[src/rtl/imem_loader.sv]
// ----------------------------------------------------------------------------
// imem_loader
//
// Purpose:
//   Boot-time writer for the core's instruction memory. A byte stream arrives
//   on a valid/ready link. Each frame is a 16-bit little-endian word count
//   followed by that many little-endian 32-bit instruction words. The words
//   are written to consecutive imem word addresses, starting at BASE_ADDR.
//   The core is held in reset until the whole frame has been consumed.
//
// Parameters:
//   ADDR_WIDTH   imem word-address width; capacity is 2**ADDR_WIDTH words
//   BASE_ADDR    first imem word address written
//
// Ports:
//   clk            core clock; every state update happens on posedge
//   reset_n        asynchronous, active-low reset
//   in_valid       byte-stream data valid
//   in_data        byte-stream data
//   in_ready       a byte transfers when in_valid & in_ready
//   start          re-arm pulse; only honoured once the load is done
//   mem_we         imem write strobe, one cycle per written word
//   mem_addr       imem word address
//   mem_wdata      imem write data
//   core_reset_n   active-low reset to the core; low while loading
//   done           load complete
//   overflow       sticky: the frame held more words than fit above BASE_ADDR
//   words_loaded   number of words actually written in the current frame
// ----------------------------------------------------------------------------
module imem_loader #(
    parameter int ADDR_WIDTH = 8,
    parameter int BASE_ADDR  = 0
) (
    input  logic                  clk,
    input  logic                  reset_n,
    input  logic                  in_valid,
    input  logic [7:0]            in_data,
    output logic                  in_ready,
    input  logic                  start,
    output logic                  mem_we,
    output logic [ADDR_WIDTH-1:0] mem_addr,
    output logic [31:0]           mem_wdata,
    output logic                  core_reset_n,
    output logic                  done,
    output logic                  overflow,
    output logic [15:0]           words_loaded
);

    // Number of words that fit between BASE_ADDR and the top of imem.
    // Kept one bit wider than the index so a full 16-bit address space
    // can still be represented.
    localparam logic [16:0] CAPACITY = 17'((1 << ADDR_WIDTH) - BASE_ADDR);

    typedef enum logic [2:0] {
        CNT_LO,
        CNT_HI,
        DATA,
        WRITE,
        DONE
    } state_t;

    state_t                  state_q,        state_d;
    logic [15:0]             count_q,        count_d;
    logic [15:0]             index_q,        index_d;
    logic [1:0]              byte_idx_q,     byte_idx_d;
    logic [31:0]             word_q,         word_d;
    logic                    ready_q,        ready_d;
    logic                    mem_we_q,       mem_we_d;
    logic [ADDR_WIDTH-1:0]   mem_addr_q,     mem_addr_d;
    logic [31:0]             mem_wdata_q,    mem_wdata_d;
    logic                    core_rst_n_q,   core_rst_n_d;
    logic                    done_q,         done_d;
    logic                    overflow_q,     overflow_d;
    logic [15:0]             words_loaded_q, words_loaded_d;

    logic                    accept;
    logic                    in_range;
    logic [ADDR_WIDTH-1:0]   target_addr;

    // in_ready is registered so it is low throughout reset and only rises
    // on the first clock edge after release.
    assign accept   = in_valid & ready_q;

    // Decided while the last byte of a word arrives, so the strobe can be
    // registered and appear in the single WRITE cycle.
    assign in_range    = ({1'b0, index_q} < CAPACITY);
    assign target_addr = ADDR_WIDTH'(32'(BASE_ADDR) + 32'(index_q));

    // State and output registers.
    always_ff @(posedge clk or negedge reset_n) begin
        if (!reset_n) begin
            state_q        <= CNT_LO;
            count_q        <= '0;
            index_q        <= '0;
            byte_idx_q     <= '0;
            word_q         <= '0;
            ready_q        <= 1'b0;
            mem_we_q       <= 1'b0;
            mem_addr_q     <= ADDR_WIDTH'(BASE_ADDR);
            mem_wdata_q    <= '0;
            core_rst_n_q   <= 1'b0;
            done_q         <= 1'b0;
            overflow_q     <= 1'b0;
            words_loaded_q <= '0;
        end else begin
            state_q        <= state_d;
            count_q        <= count_d;
            index_q        <= index_d;
            byte_idx_q     <= byte_idx_d;
            word_q         <= word_d;
            ready_q        <= ready_d;
            mem_we_q       <= mem_we_d;
            mem_addr_q     <= mem_addr_d;
            mem_wdata_q    <= mem_wdata_d;
            core_rst_n_q   <= core_rst_n_d;
            done_q         <= done_d;
            overflow_q     <= overflow_d;
            words_loaded_q <= words_loaded_d;
        end
    end

    // Next-state and next-output logic.
    always_comb begin
        state_d        = state_q;
        count_d        = count_q;
        index_d        = index_q;
        byte_idx_d     = byte_idx_q;
        word_d         = word_q;
        mem_we_d       = 1'b0;
        mem_addr_d     = mem_addr_q;
        mem_wdata_d    = mem_wdata_q;
        overflow_d     = overflow_q;
        words_loaded_d = words_loaded_q;

        case (state_q)
            CNT_LO: begin
                if (accept) begin
                    count_d = {count_q[15:8], in_data};
                    state_d = CNT_HI;
                end
            end

            CNT_HI: begin
                if (accept) begin
                    count_d = {in_data, count_q[7:0]};
                    if ({in_data, count_q[7:0]} == 16'd0) begin
                        state_d = DONE;
                    end else begin
                        state_d = DATA;
                    end
                end
            end

            DATA: begin
                if (accept) begin
                    byte_idx_d = byte_idx_q + 2'd1;
                    case (byte_idx_q)
                        2'd0: word_d = {word_q[31:8],  in_data};
                        2'd1: word_d = {word_q[31:16], in_data, word_q[7:0]};
                        2'd2: word_d = {word_q[31:24], in_data, word_q[15:0]};
                        default: begin
                            word_d  = {in_data, word_q[23:0]};
                            state_d = WRITE;
                            // Words past the top of imem are consumed but
                            // never written, so the address can never wrap.
                            if (in_range) begin
                                mem_we_d    = 1'b1;
                                mem_addr_d  = target_addr;
                                mem_wdata_d = {in_data, word_q[23:0]};
                            end
                        end
                    endcase
                end
            end

            WRITE: begin
                if (mem_we_q) begin
                    words_loaded_d = words_loaded_q + 16'd1;
                end else begin
                    overflow_d = 1'b1;
                end
                index_d = index_q + 16'd1;
                if ((index_q + 16'd1) == count_q) begin
                    state_d = DONE;
                end else begin
                    state_d = DATA;
                end
            end

            DONE: begin
                if (start) begin
                    state_d        = CNT_LO;
                    count_d        = '0;
                    index_d        = '0;
                    byte_idx_d     = '0;
                    overflow_d     = 1'b0;
                    words_loaded_d = '0;
                end
            end

            default: begin
                state_d = CNT_LO;
            end
        endcase

        ready_d      = (state_d == CNT_LO) || (state_d == CNT_HI) || (state_d == DATA);
        done_d       = (state_d == DONE);
        core_rst_n_d = (state_d == DONE);
    end

    assign in_ready     = ready_q;
    assign mem_we       = mem_we_q;
    assign mem_addr     = mem_addr_q;
    assign mem_wdata    = mem_wdata_q;
    assign core_reset_n = core_rst_n_q;
    assign done         = done_q;
    assign overflow     = overflow_q;
    assign words_loaded = words_loaded_q;

endmodule

[config.mk]
export PLATFORM = sky130hd
export DESIGN_NAME = imem_loader
export DESIGN_NICKNAME = d
export VERILOG_FILES = /design/src/rtl/imem_loader.sv
export SDC_FILE = /design/constraint.sdc
export NUM_CORES = 1
export LEC_CHECK = 0
export CORE_MARGIN = 2
export CORE_UTILIZATION = 50
export CTS_CLUSTER_SIZE = 14
export DETAILED_ROUTE_END_ITERATION = 7
export PLACE_DENSITY = 0.86
export SLEW_MARGIN = 20
export SYNTH_ARGS = -nofsm -noshare
export SYNTH_HDL_FRONTEND = slang
export SYNTH_SLANG_ARGS = --single-unit
[constraint.sdc]
create_clock -name clk -period 2.1 [get_ports clk]
set_input_delay 0.525 -clock clk [delete_from_list [all_inputs] [get_ports clk]]
set_output_delay 0.525 -clock clk [all_outputs]
set_load 0.01 [all_outputs]
==> impl_results.md <==
- Hold Slack: 0.05153 ns
- Cells after Synth: 530
- Net Count, Synth: 550
- Vias post-DR: 4906
- First-pass GRT wire length: between 20000 and 30000 um
- Worst-Margin Slew: between 0.6 and 0.7 ns
- Non-filler cells, final: 816
- Final Cycle Share: 106.1%
- Ports: 73
- CP max-delay cell: or4_4
- Number of global-route vias before repair: 4977
- Leading post-synthesis cells by cell area: dfrtp_1 (53%), mux2_2 (9.6%), nand2_1 (4.3%)
- Core Area: 0.01132 mm^2
- Critical path class: flip-flop to flip-flop
- Diodes inserted: 0
- Min-delay worst type: primary input to async pin
- Final HPWL DP: between 10000 and 15000 um
- Pins Over Slew Limit: 0
- Critical Path Fanout Max: 4
- Clock sink count: 121
- Leakage power: 3.490 nW
- Layout area overhead: 34.79%
- Final worst setup slack: -0.1291 ns
- Antenna Nets Post-Route: 0
- Startpoint Class: flip-flop
- Failing checks: setup timing
- Die Width: between 100 and 150 um
- Largest net degree at the start of global routing: 51
- Int Pwr: 6.713 mW
- Total track usage: a little over a quarter
- Avg Inst Size Synth: 10.85 um^2
- CTS HTree Levels: 4
- Setup TNS: -0.3724 ns
- Yosys warns: 0
- RSZ-0062 raised after global routing: true
- Longest Clk Path Bufs: 2
- Top cell type's share of synthesized area: 52.65%
- RR Startpoint: index_q[1]
- Drt via density: 6.012
- Nets@finish: 681
- Fill cells: 806
- Sw Pwr: 3.305 mW
- Yosys cell types: 59
- Antenna violations before repair: 0
- Die ar.: 0.01237 mm^2
- Clk root buf: clkbuf_16
- Gate power share: 34.9%
- Clock Power Share: 28.5%
- Clk_skew: 0.009888 ns
- Gr ovfl total: 0
- Pwr dens: about 1300 mW/mm^2
- Status: finished, violations left
- Maximum single-stage delay on the critical path: between 0.5 and 0.6 ns
- CTS tree: built
- Pre-CTS setup slack: -0.4443 ns
- Post-synth EDFFs: 0
- CP Data Required Time: 2.40 ns
- CTS Buf Count: 17
- DRC errors left: 0
- Arrival time worst endpoint: 2.53 ns
- Worst-path clk slew: 0.05 ns
- Cell Area, Synth: 0.005751 mm^2
- Seq. cell area: a little over 0.003 mm^2
- Setup slack, reg-to-reg: -0.13 ns
- Final min period: 2.229 ns
- Die H: 111.2 um
- Post-CTS Hold Fix Bufs: 0
- Flops & latches, synth: between 100 and 150
- Setup violators final: 4
- Seq pwr share: 36.6%
- DRT Wirelength: around 16000 um
- Fin area: 0.007751 mm^2
- Port-buffer cells: 72
- Max IR drop VDD: 0.8311 mV
- Footprint of the multi-input gates: between 0.002 and 0.003 mm^2
- Commonest non-fill, non-tap cells in the layout: dfrtp_1 (116), clkdlybuf4s50_1 (71), nand2_1 (66)
- Sequential fraction of the synthesis area: 52.65%
- Design Power: 10.02 mW
- Post-synth top area cell: dfrtp_1
- WL/cell: 19.23 um
- Drt first pass iters: 5
- Layout Utilization: 68.47%
- Clk Latency, worst-skew pair: about 0.42 ns
- Worst-path cell chain: ha_4 > and3_4 > o21ai_0 > a21oi_1 > nor2_1 > or4_4 > o31ai_4 > a21oi_2
- Fmax: ~450 MHz
- Crit path launch: index_q[1]
- Cells after DPL: 778
- Site Rows: 39
- Dpl cell area: slightly above 0.007 mm^2
- Starting Density: 50.80%
- Initial DRC count: 518
- Endpoint class of the critical path: flip-flop
- Layout cells sized above 1: a little over a quarter
- Final Hold Vio Count: 0
- Max-Slew Margin vs Limit: 58.19%
- Max-cap violations: 0
- Gpl congestion: between 0.9 and 1
- Ys flop type: dfrtp_1
- Switch share: approximately 33%
- Ys async rst share: 100.0%
- Commonest non-fill, non-tap cell in the layout: dfrtp_1
## critical path, delay by kind of cell (launching register included)
kind	cells	cell delay [ns]
AND/OR/NAND/NOR	3	0.87
AO/OA/AOI/OAI	4	0.61
flip-flops	1	0.44
adder cells (fa/ha/maj)	1	0.19
## state kept, by name, summed over array words and instances, names as in the netlist
signal	flops
words_loaded	16
word_q	24
overflow	1
count_q	16
byte_idx_q	2
state_q	3
mem_addr	8
done	1
in_ready	1
index_q	16
mem_wdata	32
mem_we	1
## cell families (layout without fill, tap and decap cells)
family	Yosys count	after routing	synth area share [%]
buffers and inverters	33	176	3.242
adders and majority gates	8	8	1.741
AOI/OAI and AO/OA	88	88	9.683
DFF	121	121	52.65
muxes	52	52	10.12
and+or+nand+nor	199	199	18.15
xor gates and xnor gates	29	29	4.417
## layer usage
layer	vias to the layer above	wire length [um]	GRT usage, %
met1	2427	6198	31.33
met3	59	1039	6.233
met5	-	0	0
li1	2149	-	-
met4	0	438	11.19
met2	271	8012	44.80
## cells in the mapped netlist (2+ instances only)
cell      number
xnor2_1       14
a22o_1         9
o21ai_0       46
a21oi_1        9
or3_1          4
mux2_2        49
and2b_1        2
and3_2         2
dfrtp_1      121
a31oi_1        4
nor4_1         5
mux2i_1        3
ha_1           8
inv_1          5
nand3b_1       9
nor3_1         3
o22ai_1        3
nor2_1        41
nor2b_1        3
nand4_1        9
nand2_1       66
nand4b_1       2
buf_6          2
o31ai_1        5
o41ai_1        2
nand2b_1       4
nand3_1       22
clkbuf_1      15
xor2_1        15
and2_1         4
buf_2          5
and4_1         2
buf_4          3
and3_1         7
clkbuf_8       3
## path summary, 6_finish.rpt
path	cells past startpoint	endpoint
max in group asynchronous	2	word_q[3]
hold reg to reg	2	word_q[7]
hold / removal	1	mem_addr[0]
min in group clk	2	word_q[7]
setup / recovery	8	in_ready
setup reg to reg	8	in_ready
## area by class of cell
type / count / share of cell area (%)
clock buffer: 21 / 5.682
clock inverter: 10 / 1.646
inverter: 5 / 0.2421
multi-input combinational: 376 / 34.38
sequential: 121 / 39.14
tap: 143 / 2.308
timing repair buffer: 140 / 16.59
## what timing repair did
item                       in CTS  in global routing
gates cloned                    0                  0
pin swaps                       6                  2
resized for setup              15                  6
setup endpoints to repair      28                  5
buffers inserted                2                  5
## power groups by stage
stage / combinational, mW / clock [mW] / sequential [mW]
after floorplan: 1.82 / 0 / 3.62
after global placement: 3.09 / 0 / 3.60
after detailed placement: 3.26 / 0 / 3.65
after CTS: 3.43 / 2.87 / 3.65
after global routing: 3.78 / 2.99 / 3.74
final: 3.50 / 2.85 / 3.67
Note: power is estimated with default switching activity, not from simulation.
